File: src/rtl/spi_apb_bridge.sv
// SPI-slave (mode 0) to APB-master bridge. Each 2- or 3-byte SPI frame
// produces at most one APB read or write. Read data goes back on MISO
// during byte 2 of the same frame.
module spi_apb_bridge #(
    parameter int TIMEOUT = 16
) (
    input  logic       PCLK,
    input  logic       PRESETn,
    input  logic       SCK,
    input  logic       CS_N,
    input  logic       MOSI,
    output logic       MISO,
    output logic       PSEL,
    output logic       PENABLE,
    output logic       PWRITE,
    output logic [7:0] PADDR,
    output logic [7:0] PWDATA,
    input  logic [7:0] PRDATA,
    input  logic       PREADY,
    output logic       BUSY,
    output logic       ERR
);

    localparam logic [7:0] CMD_WR   = 8'h80;
    localparam logic [7:0] CMD_RD   = 8'h00;
    localparam logic [7:0] TMO_LAST = 8'(TIMEOUT - 1);

    typedef enum logic [1:0] {
        ST_IDLE,
        ST_SETUP,
        ST_ACCESS
    } apb_state_t;

    // Synchroniser stages: _p0/_p1 resolve metastability, _p2 is the edge reference
    logic sck_p0, sck_p1, sck_p2;
    logic cs_n_p0, cs_n_p1, cs_n_p2;
    logic mosi_p0, mosi_p1;

    logic sck_rise, sck_fall, cs_fall, cs_rise;

    // Frame state
    logic       active;      // inside a frame (between CS_N edges)
    logic       frame_ok;    // command byte was a legal read/write
    logic       is_wr;
    logic [2:0] bit_cnt;
    logic [1:0] byte_idx;
    logic       byte_end;    // next SCK fall ends a byte: load instead of shift
    logic [7:0] rx_sh;
    logic [7:0] miso_sh;
    logic [7:0] next_byte;
    logic [7:0] byte_val;
    logic [7:0] addr_sh;
    logic [7:0] wdata_sh;
    logic       err_q;

    // Read-return bookkeeping for the current frame
    logic       rd_wait;     // this frame's read is outstanding and not yet late
    logic       rd_ready;    // this frame's read data is in rd_buf
    logic [7:0] rd_buf;
    logic [7:0] rd_val;

    // Launch handoff between frame logic and APB FSM
    logic       pend;
    logic       pend_cur;    // pending launch belongs to the current frame
    logic       pend_wr;
    logic       xfer_cur;    // transfer in flight belongs to the current frame

    apb_state_t state_q, state_d;
    logic [7:0] tcnt;
    logic       start, apb_done, apb_tmo;

    logic shift_en, fall_en, byte_done, launch_req, late_hit, rd_done;

    // Two-flop synchronisers plus an edge-reference flop for SCK and CS_N
    always_ff @(posedge PCLK or negedge PRESETn) begin
        if (!PRESETn) begin
            sck_p0  <= 1'b0;
            sck_p1  <= 1'b0;
            sck_p2  <= 1'b0;
            cs_n_p0 <= 1'b1;
            cs_n_p1 <= 1'b1;
            cs_n_p2 <= 1'b1;
            mosi_p0 <= 1'b0;
            mosi_p1 <= 1'b0;
        end else begin
            sck_p0  <= SCK;
            sck_p1  <= sck_p0;
            sck_p2  <= sck_p1;
            cs_n_p0 <= CS_N;
            cs_n_p1 <= cs_n_p0;
            cs_n_p2 <= cs_n_p1;
            mosi_p0 <= MOSI;
            mosi_p1 <= mosi_p0;
        end
    end

    assign sck_rise = sck_p1 & ~sck_p2;
    assign sck_fall = ~sck_p1 & sck_p2;
    assign cs_fall  = ~cs_n_p1 & cs_n_p2;
    assign cs_rise  = cs_n_p1 & ~cs_n_p2;

    assign shift_en   = active && !cs_fall && !cs_rise && sck_rise;
    assign fall_en    = active && !cs_fall && !cs_rise && sck_fall;
    assign byte_val   = {rx_sh[6:0], mosi_p1};
    assign byte_done  = shift_en && (bit_cnt == 3'd7);
    assign launch_req = byte_done && frame_ok &&
                        (((byte_idx == 2'd1) && !is_wr) || ((byte_idx == 2'd2) && is_wr));
    // Byte 2 of a read frame starting while the read is still outstanding
    assign late_hit   = shift_en && (bit_cnt == 3'd0) && (byte_idx == 2'd2) && rd_wait;
    assign rd_val     = apb_tmo ? 8'hFF : PRDATA;
    assign rd_done    = apb_done && !PWRITE && xfer_cur && rd_wait && !cs_fall && !late_hit;

    // Value loaded into the MISO shifter at the start of the byte now indexed
    always_comb begin
        next_byte = 8'h00;
        if ((byte_idx == 2'd2) && frame_ok && !is_wr) begin
            next_byte = rd_ready ? rd_buf : 8'hFF;
        end
    end

    // Frame sequencing, command decode, MISO shifter and sticky error flag
    always_ff @(posedge PCLK or negedge PRESETn) begin
        if (!PRESETn) begin
            active   <= 1'b0;
            frame_ok <= 1'b0;
            is_wr    <= 1'b0;
            bit_cnt  <= 3'd0;
            byte_idx <= 2'd0;
            byte_end <= 1'b0;
            miso_sh  <= 8'h00;
            err_q    <= 1'b0;
            rd_wait  <= 1'b0;
            rd_ready <= 1'b0;
        end else begin
            if (cs_fall) begin
                active   <= 1'b1;
                frame_ok <= 1'b1;
                is_wr    <= 1'b0;
                bit_cnt  <= 3'd0;
                byte_idx <= 2'd0;
                byte_end <= 1'b0;
                miso_sh  <= 8'hA5;
                err_q    <= 1'b0;
                rd_wait  <= 1'b0;
                rd_ready <= 1'b0;
            end else if (cs_rise) begin
                active   <= 1'b0;
                bit_cnt  <= 3'd0;
                byte_end <= 1'b0;
                miso_sh  <= 8'h00;
            end else if (shift_en) begin
                bit_cnt <= bit_cnt + 3'd1;
                if (late_hit) begin
                    err_q   <= 1'b1;
                    rd_wait <= 1'b0;
                end
                if (byte_done) begin
                    byte_end <= 1'b1;
                    if (byte_idx != 2'd3) begin
                        byte_idx <= byte_idx + 2'd1;
                    end
                    if (byte_idx == 2'd0) begin
                        if (byte_val == CMD_WR) begin
                            is_wr <= 1'b1;
                        end else if (byte_val != CMD_RD) begin
                            frame_ok <= 1'b0;
                            err_q    <= 1'b1;
                        end
                    end
                    if (launch_req && !is_wr) begin
                        rd_wait <= 1'b1;
                    end
                end
            end else if (fall_en) begin
                if (byte_end) begin
                    byte_end <= 1'b0;
                    miso_sh  <= next_byte;
                end else begin
                    miso_sh <= {miso_sh[6:0], 1'b0};
                end
            end
            if (rd_done) begin
                rd_wait  <= 1'b0;
                rd_ready <= 1'b1;
                if (active && !cs_rise && (byte_idx == 2'd2)) begin
                    miso_sh <= rd_val;
                end
            end
            if (apb_tmo) begin
                err_q <= 1'b1;
            end
        end
    end

    // Unreset datapath registers: receive shifter, address/data shadows, read buffer
    always_ff @(posedge PCLK) begin
        if (shift_en) begin
            rx_sh <= byte_val;
        end
        if (byte_done && frame_ok && (byte_idx == 2'd1)) begin
            addr_sh <= byte_val;
        end
        if (byte_done && frame_ok && is_wr && (byte_idx == 2'd2)) begin
            wdata_sh <= byte_val;
        end
        if (rd_done) begin
            rd_buf <= rd_val;
        end
    end

    // One-deep pending launch; APB address/data/direction captured on leaving IDLE
    always_ff @(posedge PCLK or negedge PRESETn) begin
        if (!PRESETn) begin
            pend     <= 1'b0;
            pend_cur <= 1'b0;
            pend_wr  <= 1'b0;
            xfer_cur <= 1'b0;
            PADDR    <= 8'h00;
            PWDATA   <= 8'h00;
            PWRITE   <= 1'b0;
        end else begin
            if (start) begin
                pend     <= 1'b0;
                xfer_cur <= pend_cur;
                PADDR    <= addr_sh;
                PWDATA   <= wdata_sh;
                PWRITE   <= pend_wr;
            end
            if (launch_req) begin
                pend     <= 1'b1;
                pend_cur <= 1'b1;
                pend_wr  <= is_wr;
            end
            if (cs_fall) begin
                pend_cur <= 1'b0;
                xfer_cur <= 1'b0;
            end
        end
    end

    // APB state register
    always_ff @(posedge PCLK or negedge PRESETn) begin
        if (!PRESETn) begin
            state_q <= ST_IDLE;
        end else begin
            state_q <= state_d;
        end
    end

    // ACCESS-phase cycle counter for the PREADY timeout
    always_ff @(posedge PCLK or negedge PRESETn) begin
        if (!PRESETn) begin
            tcnt <= 8'd0;
        end else if (state_q == ST_ACCESS) begin
            tcnt <= tcnt + 8'd1;
        end else begin
            tcnt <= 8'd0;
        end
    end

    // APB next-state and bus control decode
    always_comb begin
        state_d  = state_q;
        start    = 1'b0;
        apb_done = 1'b0;
        apb_tmo  = 1'b0;
        PSEL     = 1'b0;
        PENABLE  = 1'b0;
        case (state_q)
            ST_IDLE: begin
                if (pend) begin
                    start   = 1'b1;
                    state_d = ST_SETUP;
                end
            end
            ST_SETUP: begin
                PSEL    = 1'b1;
                state_d = ST_ACCESS;
            end
            ST_ACCESS: begin
                PSEL    = 1'b1;
                PENABLE = 1'b1;
                if (PREADY) begin
                    apb_done = 1'b1;
                    state_d  = ST_IDLE;
                end else if (tcnt == TMO_LAST) begin
                    apb_done = 1'b1;
                    apb_tmo  = 1'b1;
                    state_d  = ST_IDLE;
                end
            end
            default: state_d = ST_IDLE;
        endcase
    end

    assign BUSY = (state_q != ST_IDLE);
    assign MISO = miso_sh[7];
    assign ERR  = err_q;

endmodule

File: config.mk
export PLATFORM = sky130hd
export DESIGN_NAME = spi_apb_bridge
export DESIGN_NICKNAME = d
export VERILOG_FILES = /design/src/rtl/spi_apb_bridge.sv
export SDC_FILE = /design/constraint.sdc
export NUM_CORES = 1
export LEC_CHECK = 0
export CORE_MARGIN = 2
export CORE_UTILIZATION = 55
export DETAILED_ROUTE_END_ITERATION = 6
export GPL_TIMING_DRIVEN = 0
export PLACE_DENSITY = 0.88
export SYNTH_ARGS = -nofsm -noshare
export SYNTH_HDL_FRONTEND = slang
export SYNTH_SLANG_ARGS = --single-unit
File: constraint.sdc
create_clock -name PCLK -period 4.9 [get_ports PCLK]
set_clock_uncertainty 0.2 [all_clocks]
set_input_delay 0.735 -clock PCLK [delete_from_list [all_inputs] [get_ports PCLK]]
set_output_delay 0.735 -clock PCLK [all_outputs]
set_load 0.01 [all_outputs]
==> results.cfg <==
[status]
status = finished, final reports clean

[die]
fp-row-count = 30
ios = 36
die_y_um = 87.7
die_width_um = 87.7
die-area_sq_um = 7690
core-area_sq_um = 6790
initial_core_util_pct = 56.7

[min_path]
min-delay-start = sck_p0
hp-class = register to register

[clock_tree]
cts.repair.resized = 0
clock_latency_ns = 0.37
post_cts_buffers = 0
cts_made_buffers = 9
htree_num_levels = 3
cts_hold_buf = 0
path_clk_slew_ns = 0.10
cts.sinks = 90
tritoncts = done
clk_path_buf_depth = 2
ctsRootBufferMaster = clkbuf_8

[routing]
num_vias = 2400
routed-wl-met2_um = 3300
route.detailed.drc = 0
post_drt_wl_per_cell_um = 14.6
highest_layer = met4
wl_met3_um = 234
avgViaCountPerCell = 5.33
drtPass1Iterations = 4
route.antenna.remaining_nets = 0
met1Wirelength_um = 2950
drtIter0Drc = 113
routed_wl_um = 6580

[sta]
report.final.setup_viol = 0
setup_slack_ns = 2.02
fin_crit_sh_pct = 58.7
tightest_slew_ns = 0.849
min_period_ns = 2.88
grt_setup_unrepaired = false
setup_tns_ns = 0
timing.fmax_mhz = 348
final_hold_viol_count = 0
slew_headroom_pct = 43.1
slew_violations = 0
holdWs_ns = 0.160

[grt]
grt_pass1_wl_um = 11200
grt_max_degree = 37
grt_pass1_vias = 2371
antenna_found_initial = 0
overflow = 0
gr-usage-all-layers_pct = 19.3

[yosys]
avgSynthCellArea_sq_um = 12.8
synth_fp_nets = 330
ys.flop_type = dfrtp_1
yosysTopAreaCell = dfrtp_1
syn_area_sq_um = 3850
seq_area_frac_synth_pct = 62.5
synthTopCellsByArea = dfrtp_1 36%, edfxtp_1 24%, mux2_2 5.3%, ha_1 4.5%, inv_1 3.2%
yosysTopAreaCellShare_pct = 36.4
netlist-cell-type-count = 45
ys_warn_count = 0
synth_commonest_cells = 56 x dfrtp_1, 33 x inv_1, 31 x edfxtp_1
synthCells = 302
synthArstFlopShare_pct = 65.6
synth.most_common_cell = dfrtp_1
synth_seq_cells = 90
synth-edff-count = 31

[worst_setup_path]
cp.required_ns = 4.71
crit_slowest_cell = dfstp_2
arrival_ns = 2.69
endpoint = addr_sh[4]
path_buf_inv = 3
critical_path.max_fanout = 10
r2r_end = addr_sh[4]
worstSetupEndpointType = register
rrSetupSlack_ns = 2.02
crit_start = cs_n_p2
cpMostUsedCell = clkbuf_1
crit_type = register to register
ff2ff_path_depth = 7
slowest_delay_ns = 0.55
crit_chain = inv_1 > ha_1 > clkbuf_1 > or2_1 > clkbuf_1 > nor3_1 > and2_1
path_depth = 7
crit_family = simple AND/OR/NAND/NOR gates
start_kind = register
timing.rr.start = cs_n_p2

[placement]
place_congestion = 0.815
dpl_worst_slack_ns = 2.04
placedInstanceArea_sq_um = 4350
io_buffer_count = 35
dp_hpwl_um = 4750

[power]
power_switching_uw = 430
power.leakage_nw = 1.98
p_per_area_nw_per_um2 = 341
p_comb_share_pct = 14.8
internal_power_mw = 1.12
ir_drop_mv = 0.170
clkPwrFrac_pct = 30.9
swShare_pct = 27.8
p_total_mw = 1.55
seq_power_share_pct = 54.3

[final_layout]
syn_to_final_growth_pct = 17.8
nets = 377
drive_gt1_share_pct = 13.8
nFillCells = 490
num_antenna_cells = 0
final_area_sq_um = 4540

[flow_run]
maxCapViolCount = 0
power by group through the flow:
stage | sequential [mW] | combinational, mW | clock, mW
floorplan | 0.849 | 0.141 | 0
global placement | 0.852 | 0.218 | 0
detailed placement | 0.856 | 0.232 | 0
CTS | 0.840 | 0.233 | 0.492
global route | 0.845 | 0.259 | 0.526
finish | 0.841 | 0.228 | 0.479
layer usage:
layer	GRT usage, %	up-vias
met2	31.8	54
met4	8.67	0
met5	0	-
li1	-	1154
met3	3.11	11
met1	25.4	1181
logic make-up after synthesis:
family | after synthesis | share of synthesized area (%)
buffers and inverters | 40 | 4.12
AOI/OAI and AO/OA | 47 | 7.92
and+or+nand+nor | 79 | 12.2
xor gates and xnor gates | 6 | 1.36
adders and majority gates | 14 | 4.54
muxes | 26 | 7.34
DFF | 90 | 62.5
through the flow:
| step | instances | utilization [%] |
|---|---|---|
| after floorplan | 302 | - |
| after global placement | 433 | 63.7 |
| after detailed placement | 434 | 64.1 |
| after CTS | 450 | 66.8 |
| after global routing | 450 | 66.8 |
| final | 450 | 66.8 |
worst register-to-register path, cell delays in order, from the launching register on:
cell      delay (ns)
dfstp_2         0.55
inv_1           0.04
ha_1            0.18
clkbuf_1        0.22
or2_1           0.26
clkbuf_1        0.18
nor3_1          0.42
and2_1          0.48
state kept, by name, summed over array words and instances, names as in the netlist, 2 cells and up:
name	flops
state_q	2
PWDATA	8
miso_sh	8
tcnt	8
byte_idx	2
rx_sh	7
addr_sh	8
PADDR	8
bit_cnt	3
rd_buf	8
wdata_sh	8
cell type report:
type                       count  area, sq um  share of cell area, %
buffer                         7         35.0                  0.772
sequential                    90         2410                   53.1
timing repair buffer          36          373                   8.21
clock buffer                   9          124                   2.73
tap                           96          120                   2.65
clock inverter                 7         62.6                   1.38
multi-input combinational    172         1290                   28.4
inverter                      33          124                   2.73
layout by cell type (no fill, tap or decap), types with 2 or more instances in the layout:
master	count
and2_1	8
o21ai_0	11
nand4_1	2
clkbuf_1	5
nor2_1	14
mux2i_1	8
nor2b_1	11
nand2_1	9
inv_1	33
edfxtp_1	31
nand3b_1	3
a21o_1	3
buf_2	2
dfstp_2	3
and3_1	4
clkdlybuf4s50_1	34
dfrtp_1	56
clkbuf_8	9
o211ai_1	4
xnor2_1	5
inv_6	5
a21oi_1	14
ha_1	14
nor3_1	5
o221ai_1	7
mux2_2	18
nand3_1	9
and3b_1	3
worst min-delay path by stage:
stage | end | slack (ns) | cells past startpoint
2_1_floorplan | mosi_p1 | 0.13 | 0
4_1_cts | sck_p1 | 0.16 | 0
3_5_place_dp | sck_p1 | 0.14 | 0
5_1_grt | cs_n_p1 | 0.16 | 0
6_report | sck_p1 | 0.16 | 0
3_3_place_gp | sck_p1 | 0.13 | 0
(Power assumes the default switching activity.)
